File: src/rtl/power_switch_emu.sv
// power_switch_emu: per-domain power-switch emulator with separate on/off ramp latencies and abort.
// Define POWER_SWITCH_EMU_STATS_EN to add saturating per-domain completed power-off counters.
module power_switch_emu #(
    parameter int NUM_DOMAINS = 1,
    parameter int ON_LATENCY  = 15,
    parameter int OFF_LATENCY = 15,
    parameter int CNT_W       = 8
) (
    input  logic                     clk_i,
    input  logic                     rst_ni,
    input  logic [NUM_DOMAINS-1:0]   switch_n_i,
    output logic [NUM_DOMAINS-1:0]   switch_ack_n_o,
`ifdef POWER_SWITCH_EMU_STATS_EN
    output logic [16*NUM_DOMAINS-1:0] off_count_o,
`endif
    output logic                     busy_o
);
    typedef enum logic [1:0] {S_ON, S_RAMP_OFF, S_OFF, S_RAMP_ON} state_e;

    logic [NUM_DOMAINS-1:0] ramp;

    if (ON_LATENCY < 1 || ON_LATENCY > 2**CNT_W - 1 ||
        OFF_LATENCY < 1 || OFF_LATENCY > 2**CNT_W - 1) begin : g_bad_latency
        $error("power_switch_emu: ON_LATENCY/OFF_LATENCY must be in 1..2**CNT_W-1");
    end

    for (genvar g = 0; g < NUM_DOMAINS; g++) begin : g_ch
        state_e           state_q;
        logic [CNT_W-1:0] cnt_q;
        logic             ack_q;
`ifdef POWER_SWITCH_EMU_STATS_EN
        logic [15:0]      off_q;
`endif
        // Ramp states leave ack_q untouched so it holds the last stable value; abort wins over completion.
        always_ff @(posedge clk_i or negedge rst_ni) begin
            if (!rst_ni) begin
                state_q <= S_ON;
                cnt_q   <= '0;
                ack_q   <= 1'b0;
`ifdef POWER_SWITCH_EMU_STATS_EN
                off_q   <= '0;
`endif
            end else begin
                case (state_q)
                    S_ON: if (switch_n_i[g]) begin
                        state_q <= S_RAMP_OFF;
                        cnt_q   <= CNT_W'(OFF_LATENCY - 1);
                    end
                    S_RAMP_OFF: if (!switch_n_i[g]) begin
                        state_q <= S_ON;
                        cnt_q   <= '0;
                    end else if (cnt_q == '0) begin
                        state_q <= S_OFF;
                        ack_q   <= 1'b1;
`ifdef POWER_SWITCH_EMU_STATS_EN
                        off_q   <= (off_q == 16'hFFFF) ? off_q : off_q + 16'd1;
`endif
                    end else begin
                        cnt_q   <= cnt_q - 1'b1;
                    end
                    S_OFF: if (!switch_n_i[g]) begin
                        state_q <= S_RAMP_ON;
                        cnt_q   <= CNT_W'(ON_LATENCY - 1);
                    end
                    default: if (switch_n_i[g]) begin
                        state_q <= S_OFF;
                        cnt_q   <= '0;
                    end else if (cnt_q == '0) begin
                        state_q <= S_ON;
                        ack_q   <= 1'b0;
                    end else begin
                        cnt_q   <= cnt_q - 1'b1;
                    end
                endcase
            end
        end

        assign ramp[g]           = (state_q == S_RAMP_OFF) || (state_q == S_RAMP_ON);
        assign switch_ack_n_o[g] = ack_q;
`ifdef POWER_SWITCH_EMU_STATS_EN
        assign off_count_o[16*g +: 16] = off_q;
`endif
    end

    assign busy_o = |ramp;
endmodule

File: config.mk
export PLATFORM = sky130hd
export DESIGN_NAME = power_switch_emu
export DESIGN_NICKNAME = d
export VERILOG_FILES = /design/src/rtl/power_switch_emu.sv
export SDC_FILE = /design/constraint.sdc
export NUM_CORES = 1
export LEC_CHECK = 0
export ABC_CLOCK_PERIOD_IN_PS = 3710
export BUFFER_PORTS_ARGS = -buffer_cell sky130_fd_sc_hd__buf_2
export CORE_MARGIN = 2
export CORE_UTILIZATION = 62
export DETAILED_ROUTE_END_ITERATION = 6
export PLACE_DENSITY = 0.81
export RECOVER_POWER = 50
export SYNTH_ARGS = -nofsm -noshare
export SYNTH_HDL_FRONTEND = slang
export SYNTH_SLANG_ARGS = --single-unit
File: constraint.sdc
create_clock -name clk_i -period 3.71 [get_ports clk_i]
set_clock_uncertainty 0.2 [all_clocks]
set_input_delay 0 -clock clk_i [delete_from_list [all_inputs] [get_ports clk_i]]
set_output_delay 0 -clock clk_i [all_outputs]
set_load 0.1 [all_outputs]
==> flow_summary_export.csv, run 1 <==
group,metric,value,unit
grt,overflow,0,
clock_tree,cts_root_buf,"clkbuf_4",
cells_and_area,area_growth,9.144,%
sta,max_freq,0.4864,GHz
clock_tree,cts_tree,"built",
die,die_h,40.99,um
critical_path,critical_path_class,"reg -> reg",
routing,antenna_left,0,
critical_path,worstPathArrival,2.02,ns
clock_tree,clkLatencyLatePin,0.28,ns
routing,dr.pass1.iters,4,
sta,slew_viol_final,0,
critical_path,timing.rr.start,"g_ch[0].cnt_q[1]$_DFFE_PN0P_",
place,place_hpwl,1.295,mm
yosys,yosysMostFrequentCell,"dfrtp_1",
routing,vias,715,
grt,antenna_found_initial,0,
yosys,yosysUniqueCellTypes,41,
yosys,syn-num-nets,96,
die,io_pins,5,
critical_path,critPathLaunchType,"flip-flop",
critical_path,endpoint_kind,"flip-flop",
worst_hold_path,hp-start,"switch_ack_n_o$_DFFE_PN0P_",
yosys,yosys.area.top_type_share,32.45,%
critical_path,required,3.68,ns
yosys,syn_inst,88,
sta,worst_slew_pin_slew,1.155,ns
sta,hold_viol_final,0,
die,core_area,1285,um2
critical_path,r2r_end,"g_ch[0].cnt_q[6]$_DFFE_PN0P_",
clock_tree,ctsResizeCount,0,
sta,tns,0,ns
cells_and_area,drive_gt1_share,18.75,%
place,gp_congestion,0.8167,
worst_hold_path,min_path_type,"reg -> reg",
place,pre_cts_slack,1.668,ns
routing,routed_wl,1.791,mm
yosys,yosys_warnings,0,
critical_path,ff2ff_path_depth,6,
yosys,synth_seq_area_share,32.45,%
clock_tree,post_cts_buffers,0,
clock_tree,numCtsBuffers,3,
die,die_width,40.99,um
yosys,synth-edff-count,0,
status,status,"completed",
yosys,ys_async_sr_fraction,100.0,%
routing,wl_per_cell,16.14,um
sta,slew_headroom,23.34,%
die,die-area,1680,um2
grt,grt_max_degree,13,
sta,min_period_over_period,55.41,%
yosys,netlist_area,848.3,um2
worst_hold_path,hold_path_end,"switch_ack_n_o$_DFFE_PN0P_",
clock_tree,h-tree-depth,1,
yosys,synth_area_per_cell,9.640,um2
yosys,synth_seq_cells,11,
cells_and_area,nNetsFinal,105,
place,dpl-instance-area,870.8,um2
sta,rsz0062_at_grt,"no",
clock_tree,clockBufferDepth,2,
grt,grt_pass1_wl,2.953,mm
yosys,netlist_top_cells_count,"dfrtp_1, inv_1, a21oi_1, ha_1, o21ai_0",
yosys,yosys.area.top_type,"dfrtp_1",
die,placementRows,13,
clock_tree,clkSlewWorstSetupHoldPaths,0.07,ns
sta,post-route-min-period,2.056,ns
routing,drt-vias-per-instance,6.441,
clock_tree,clock-sinks,11,
critical_path,cp_max_fo,4,
cells_and_area,diodes,0,
yosys,ys_top_cells_by_area,"dfrtp_1, ha_1, mux2_2",
cells_and_area,finalInstanceArea,925.9,um2
place,portBuffers,4,
sta,worst_slack,1.654,ns
critical_path,reg2reg_slack,1.65,ns
yosys,synth_ff_type,"dfrtp_1",
worst_hold_path,min_path_cells,2,
sta,setup-violations-final,0,
die,initial_utilization,66.02,%
grt,gr-usage-all-layers,28.10,%
routing,drt_iter0_markers,24,
grt,grt_pass1_vias,652,
routing,drcViolationCount,0,
job,maxCapViolCount,0,
## layout make-up
| type | count | area [um2] |
|---|---|---|
| Multi-Input combinational cell | 67 | 530.5 |
| Fill cell | 95 | 359.1 |
| Sequential cell | 11 | 275.3 |
| Timing Repair Buffer | 7 | 48.80 |
| Clock buffer | 4 | 26.28 |
| Inverter | 7 | 26.28 |
| Tap cell | 15 | 18.77 |
## metrics by stage
stage / cells / utilization (%) / hold slack, ns
after floorplan: 88 / - / -0.4956
after global placement: 104 / 67.77 / -0.3179
after detailed placement: 104 / 67.77 / -0.3179
after CTS: 111 / 72.15 / 0.3619
after global routing: 111 / 72.05 / 0.3994
final: 111 / 72.05 / 0.3543
## flip-flops by register name, indices dropped and copies added (netlist names), named ones only
| name | cells |
|---|---|
| g_ch.state_q | 1 |
| switch_ack_n_o | 1 |
| g_ch.cnt_q | 8 |
## metal layers
metal  GRT usage (%)  vias up  wire, um
met5               0        -         0
met4           15.00        0        54
met3           7.609        7        63
met2           44.92       14       870
met1           33.90      345       802
li1                -      349         -
## cells by family (layout without fill, tap and decap cells)
| kind of cell | Yosys count | in the layout | synth area share, % |
|---|---|---|---|
| compound gates | 30 | 30 | 26.40 |
| simple gates | 28 | 28 | 23.60 |
| flops | 11 | 11 | 32.45 |
| mux | 4 | 4 | 5.162 |
| fa+ha+maj | 5 | 5 | 7.375 |
| buf+inv | 10 | 18 | 5.015 |
## worst max-delay path, stage by stage, from the launching register on
cell	delay [ns]
dfrtp_1	0.40
inv_1	0.10
ha_1	0.19
or3b_1	0.35
nor3_1	0.17
mux2_2	0.36
a22o_1	0.17
## cell usage in the layout, fill, tap and decap left out, drive strengths merged, types with 2 or more instances in the layout
cell type | netlist | routed
nor3b | 3 | 3
nand2b | 3 | 3
a21oi | 5 | 5
a221oi | 2 | 2
a211oi | 2 | 2
inv | 7 | 7
nor2 | 3 | 3
nor2b | 2 | 2
nor3 | 5 | 5
o21ai | 5 | 5
or3 | 2 | 2
a22oi | 2 | 2
ha | 5 | 5
mux2 | 3 | 3
a31oi | 2 | 2
dlygate4sd3 | 0 | 3
nand2 | 4 | 4
clkbuf | 2 | 5
buf | 1 | 3
dfrtp | 11 | 11
a21o | 3 | 3
## how the worst max path moves through the flow
stage | depth (start not counted) | slack [ns] | endpoint | startpoint
after global placement | 6 | 1.72 | g_ch[0].cnt_q[6]$_DFFE_PN0P_ | g_ch[0].cnt_q[1]$_DFFE_PN0P_
after detailed placement | 6 | 1.67 | g_ch[0].cnt_q[6]$_DFFE_PN0P_ | g_ch[0].cnt_q[1]$_DFFE_PN0P_
after floorplan | 6 | 1.77 | g_ch[0].cnt_q[6]$_DFFE_PN0P_ | g_ch[0].cnt_q[1]$_DFFE_PN0P_
final | 6 | 1.65 | g_ch[0].cnt_q[6]$_DFFE_PN0P_ | g_ch[0].cnt_q[1]$_DFFE_PN0P_
after global routing | 6 | 1.53 | g_ch[0].cnt_q[6]$_DFFE_PN0P_ | g_ch[0].cnt_q[0]$_DFFE_PN0P_
after CTS | 6 | 1.66 | g_ch[0].cnt_q[6]$_DFFE_PN0P_ | g_ch[0].cnt_q[1]$_DFFE_PN0P_
## timing repair
action                     4_1_cts  5_1_grt
hold endpoints to repair        13        0
setup endpoints to repair        0        0
hold buffers                     3        0
Power of run 1 is left out: the tool's default activity adds up to more than one toggle a clock period on the data nets, which glitch-free logic cannot reach.
==> run 2: changes to the inputs <==
--- a/config.mk
+++ b/config.mk
@@ -5,12 +5,12 @@
 export SDC_FILE = /design/constraint.sdc
 export NUM_CORES = 1
 export LEC_CHECK = 0
-export ABC_CLOCK_PERIOD_IN_PS = 3710
+export ABC_CLOCK_PERIOD_IN_PS = 1900
 export BUFFER_PORTS_ARGS = -buffer_cell sky130_fd_sc_hd__buf_2
 export CORE_MARGIN = 2
-export CORE_UTILIZATION = 62
+export CORE_UTILIZATION = 58
 export DETAILED_ROUTE_END_ITERATION = 6
-export PLACE_DENSITY = 0.81
+export PLACE_DENSITY = 0.76
 export RECOVER_POWER = 50
 export SYNTH_ARGS = -nofsm -noshare
 export SYNTH_HDL_FRONTEND = slang
==> constraint.sdc (replaced) <==
create_clock -name clk_i -period 1.9 [get_ports clk_i]
set_clock_uncertainty 0.2 [all_clocks]
set_input_delay 0 -clock clk_i [delete_from_list [all_inputs] [get_ports clk_i]]
set_output_delay 0 -clock clk_i [all_outputs]
set_load 0.1 [all_outputs]
==> flow_summary_export.csv, run 2 (same netlist as run 1, synthesis figures left out) <==
group,metric,value,unit
sta,rsz0062_at_grt,"yes",
critical_path,reg2reg_slack,-0.13,ns
critical_path,worst_path_dominant_cell_family,"compound AO/OA/AOI/OAI gates",
cells_and_area,final_common_cell,"buf_4",
sta,setup-violations-final,6,
sta,worst_slew_pin_slew,0.5533,ns
grt,grt_max_degree,13,
sta,slew_viol_final,0,
cells_and_area,layout_common_cells,"buf_4, dfrtp_1, o21ai_0",
clock_tree,cts_tree,"built",
place,portBuffers,4,
die,die_h,42.25,um
worst_hold_path,min_path_type,"reg -> reg",
clock_tree,clkLatencyLatePin,0.28,ns
routing,routed_wl,3.183,mm
clock_tree,clockBufferDepth,2,
critical_path,critPathLaunchType,"flip-flop",
critical_path,critical_path.max_stage_delay,0.41,ns
place,gp_congestion,0.8974,
grt,gr-usage-all-layers,29.03,%
worst_hold_path,hp-start,"switch_ack_n_o$_DFFE_PN0P_",
critical_path,endpoint_kind,"flip-flop",
clock_tree,clock-sinks,11,
status,status,"complete, but fails checks",
grt,antenna_found_initial,0,
clock_tree,cts_root_buf,"clkbuf_4",
critical_path,r2r_end,"g_ch[0].cnt_q[2]$_DFFE_PN0P_",
die,io_pins,5,
place,pre_cts_slack,-0.08444,ns
routing,drt-vias-per-instance,7.162,
critical_path,worstPathArrival,2.00,ns
die,initial_utilization,63.60,%
routing,vias,974,
worst_hold_path,hold_path_end,"switch_ack_n_o$_DFFE_PN0P_",
routing,wl_per_cell,23.40,um
die,die-area,1785,um2
critical_path,critical_path_class,"reg -> reg",
critical_path,crit_slowest_cell,"dfrtp_1",
cells_and_area,drive_gt1_share,52.89,%
cells_and_area,largest_reg_flops,8,
critical_path,timing.rr.start,"g_ch[0].cnt_q[0]$_DFFE_PN0P_",
clock_tree,clkSlewWorstSetupHoldPaths,0.06,ns
sta,slew_headroom,62.99,%
grt,overflow,0,
critical_path,worstPathCellList,"inv_2 > ha_4 > nor3b_4 > buf_4 > o2bb2ai_2 > o32ai_2 > a21o_1",
status,violations,"negative setup slack",
routing,dr.pass1.iters,4,
place,place_hpwl,1.419,mm
grt,grt_pass1_wl,3.781,mm
cells_and_area,diodes,0,
sta,min_period_over_period,107.0,%
clock_tree,numCtsBuffers,3,
routing,drcViolationCount,0,
sta,hold_viol_final,0,
critical_path,cp.depth,7,
grt,grt_pass1_vias,809,
die,die_width,42.25,um
job,maxCapViolCount,0,
cells_and_area,area_growth,46.02,%
critical_path,path_buf_inv,2,
cells_and_area,nNetsFinal,130,
critical_path,cp_max_fo,5,
critical_path,ff2ff_path_depth,7,
die,core_area,1334,um2
sta,worst_slack,-0.1321,ns
critical_path,required,1.86,ns
sta,max_freq,0.4921,GHz
clock_tree,h-tree-depth,1,
sta,post-route-min-period,2.032,ns
cells_and_area,regMostFlops,"g_ch.cnt_q",
die,placementRows,13,
routing,drt_iter0_markers,50,
worst_hold_path,min_path_cells,2,
routing,antenna_left,0,
-- run 2: changes by cell type in the layout (fill, tap and decap cells not counted), sizes merged --
cell,delta
buf,+25
-- run 2: metal layers --
metal  wire length, um  GRT usage [%]
met4               220          15.00
met2              1483          46.15
met3               253          11.21
met1              1225          33.60
met5                 0              0
-- run 2: per-stage QoR --
step | utilization (%) | setup TNS (ns) | cells | cell area (um2) | hold WS (ns)
2_1_floorplan | - | -0.01214 | 88 | 860.8 | -0.4956
3_3_place_gp | 75.14 | -0.01075 | 120 | 1002 | -0.3168
3_5_place_dp | 75.14 | -0.08444 | 120 | 1002 | -0.3134
4_1_cts | 82.08 | -0.03818 | 128 | 1095 | 0.3477
5_1_grt | 92.87 | -0.8849 | 136 | 1239 | 0.4038
6_report | 92.87 | -0.5118 | 136 | 1239 | 0.4014
-- run 2: worst max path at each step --
| stage | start | endpoint | slack, ns |
|---|---|---|---|
| 4_1_cts | g_ch[0].cnt_q[0]$_DFFE_PN0P_ | g_ch[0].cnt_q[6]$_DFFE_PN0P_ | -0.04 |
| 3_5_place_dp | g_ch[0].cnt_q[0]$_DFFE_PN0P_ | g_ch[0].cnt_q[6]$_DFFE_PN0P_ | -0.08 |
| 5_1_grt | g_ch[0].cnt_q[0]$_DFFE_PN0P_ | g_ch[0].cnt_q[6]$_DFFE_PN0P_ | -0.17 |
| 3_3_place_gp | g_ch[0].cnt_q[0]$_DFFE_PN0P_ | g_ch[0].cnt_q[6]$_DFFE_PN0P_ | -0.01 |
| 2_1_floorplan | g_ch[0].cnt_q[0]$_DFFE_PN0P_ | g_ch[0].cnt_q[6]$_DFFE_PN0P_ | -0.01 |
| 6_report | g_ch[0].cnt_q[0]$_DFFE_PN0P_ | g_ch[0].cnt_q[2]$_DFFE_PN0P_ | -0.13 |
-- run 2: tightest hold or removal path: stages, from the launching register on --
cell and delay, ns:
dfrtp_1 0.40, o41ai_2 0.09, o21ai_0 0.08
-- run 2: area by class of cell --
| cell class | instances | area (um2) |
|---|---|---|
| clock buffer | 4 | 26.28 |
| multi-input combinational | 67 | 653.1 |
| sequential | 11 | 276.5 |
| tap | 15 | 18.77 |
| fill | 50 | 95.09 |
| timing repair buffer | 32 | 237.7 |
| inverter | 7 | 26.28 |
-- run 2: repair_timing --
action                                  in CTS  in global routing
resized for setup                            6                 19
hold buffers                                 3                  0
endpoints found under the setup margin       2                 11
pin swaps                                    0                  3
hold endpoints to repair                    13                  0
setup buffers                                1                  8
Power of run 2 is left out for the same reason.
==> run 3: changes to the inputs <==
--- a/config.mk
+++ b/config.mk
@@ -11,7 +11,6 @@
 export CORE_UTILIZATION = 58
 export DETAILED_ROUTE_END_ITERATION = 6
 export PLACE_DENSITY = 0.76
-export RECOVER_POWER = 50
 export SYNTH_ARGS = -nofsm -noshare
 export SYNTH_HDL_FRONTEND = slang
 export SYNTH_SLANG_ARGS = --single-unit
==> flow_summary_export.csv, run 3 (same netlist as run 1, synthesis figures left out) <==
group,metric,value,unit
die,die-area,1785,um2
routing,antenna_left,0,
grt,grt_pass1_vias,809,
critical_path,cp_max_fo,5,
critical_path,ff2ff_path_depth,7,
cells_and_area,diodes,0,
worst_hold_path,min_path_cells,2,
grt,grtUsageMet2,46.15,%
sta,rsz0062_at_grt,"yes",
die,die_width,42.25,um
clock_tree,clock-sinks,11,
cells_and_area,drive_gt1_share,52.89,%
sta,slew_headroom,63.22,%
critical_path,crit_slowest_cell,"dfrtp_1",
clock_tree,h-tree-depth,1,
cells_and_area,regMostFlops,"g_ch.cnt_q",
place,portBuffers,4,
critical_path,critical_path_class,"reg -> reg",
grt,grt_pass1_wl,3.781,mm
place,dpl-instance-area,1002,um2
sta,slew_viol_final,0,
die,core_area,1334,um2
clock_tree,clkSlewWorstSetupHoldPaths,0.06,ns
place,place_hpwl,1.419,mm
clock_tree,numCtsBuffers,3,
grt,antenna_found_initial,0,
die,die_h,42.25,um
sta,setup-violations-final,7,
die,placementRows,13,
cells_and_area,area_growth,46.02,%
critical_path,worst_path_dominant_cell_family,"compound AO/OA/AOI/OAI gates",
clock_tree,clkLatencyLatePin,0.28,ns
routing,dr.pass1.iters,4,
clock_tree,clockBufferDepth,2,
critical_path,critical_path.max_stage_delay,0.41,ns
critical_path,endpoint_kind,"flip-flop",
clock_tree,cts_tree,"built",
cells_and_area,layout_common_cells,"buf_4, dfrtp_1, o21ai_0",
critical_path,worstPathCellList,"inv_2 > ha_4 > nor3b_4 > buf_4 > o2bb2ai_2 > o32ai_2 > a21o_1",
sta,hold_viol_final,0,
sta,worst_slack,-0.1377,ns
die,initial_utilization,63.60,%
sta,min_period_over_period,107.2,%
cells_and_area,final_common_cell,"buf_4",
critical_path,critPathLaunchType,"flip-flop",
routing,vias,971,
grt,grt_max_degree,13,
critical_path,required,1.86,ns
worst_hold_path,min_path_type,"reg -> reg",
routing,drcViolationCount,0,
status,violations,"negative setup slack",
status,status,"complete, but fails checks",
cells_and_area,nNetsFinal,130,
grt,use_met1,33.60,%
routing,routed_wl,3.164,mm
routing,drt-vias-per-instance,7.140,
sta,max_freq,0.4908,GHz
routing,drt_iter0_markers,44,
sta,post-route-min-period,2.038,ns
critical_path,cp.depth,7,
grt,gr-usage-all-layers,29.03,%
sta,hold_ws,0.3966,ns
die,io_pins,5,
sta,worst_slew_pin_slew,0.5499,ns
clock_tree,cts_root_buf,"clkbuf_4",
place,gp_congestion,0.8974,
cells_and_area,finalInstanceArea,1239,um2
critical_path,worstPathArrival,2.00,ns
job,maxCapViolCount,0,
grt,use_met3,11.21,%
critical_path,path_buf_inv,2,
routing,wl_per_cell,23.26,um
grt,busiest_layer,"met2",
sta,tns,-0.5130,ns
grt,overflow,0,
cells_and_area,largest_reg_flops,8,
## run 3: changes by cell type in the layout (fill, tap and decap cells not counted), sizes merged
cell / previous run / this run
buf: 28 / 29
clkbuf: 5 / 4
## run 3: path summary, 6_finish.rpt
path	startpoint	endpoint	slack (ns)
setup reg to reg	g_ch[0].cnt_q[0]$_DFFE_PN0P_	g_ch[0].cnt_q[2]$_DFFE_PN0P_	-0.14
min in group asynchronous	rst_ni	g_ch[0].cnt_q[7]$_DFFE_PN0P_	0.56
hold / removal	switch_ack_n_o$_DFFE_PN0P_	switch_ack_n_o$_DFFE_PN0P_	0.40
max in group asynchronous	rst_ni	g_ch[0].state_q[0]$_DFFE_PN0P_	0.54
hold reg to reg	switch_ack_n_o$_DFFE_PN0P_	switch_ack_n_o$_DFFE_PN0P_	0.40
setup / recovery	g_ch[0].cnt_q[0]$_DFFE_PN0P_	g_ch[0].cnt_q[2]$_DFFE_PN0P_	-0.14
## run 3: area by class of cell
class | instances | area (um2)
flip-flops and latches | 11 | 276.5
multi-input cells | 67 | 653.1
fillers | 50 | 95.09
repair buffers | 32 | 237.7
well taps | 15 | 18.77
clock buffers | 4 | 26.28
inverters | 7 | 26.28
## run 3: worst register-to-register path, stage by stage (launching register included)
cell	delay (ns)
dfrtp_1	0.41
inv_2	0.12
ha_4	0.15
nor3b_4	0.36
buf_4	0.22
o2bb2ai_2	0.16
o32ai_2	0.12
a21o_1	0.18
## run 3: through the flow
step                      worst slack, ns  util (%)  cells
after floorplan                  -0.01214         -     88
after global placement           -0.01075     75.14    120
after detailed placement         -0.08444     75.14    120
after CTS                        -0.03818     82.08    128
after global routing              -0.1668     92.87    136
final                             -0.1377     92.87    136
## run 3: repair_timing
item,4_1_cts,5_1_grt
pin swaps,0,3
setup endpoints to repair,2,11
resized for setup,6,19
hold buffers,3,0
buffers inserted,1,8
hold endpoints to repair,13,0
gates cloned,0,0
## run 3: per-layer routing
| layer | share of wire, % | vias to the layer above |
|---|---|---|
| met1 | 37 | 449 |
| met4 | 6.5 | 0 |
| li1 | - | 397 |
| met5 | 0 | - |
| met3 | 9.2 | 37 |
| met2 | 47 | 88 |
Power of run 3 is left out for the same reason.
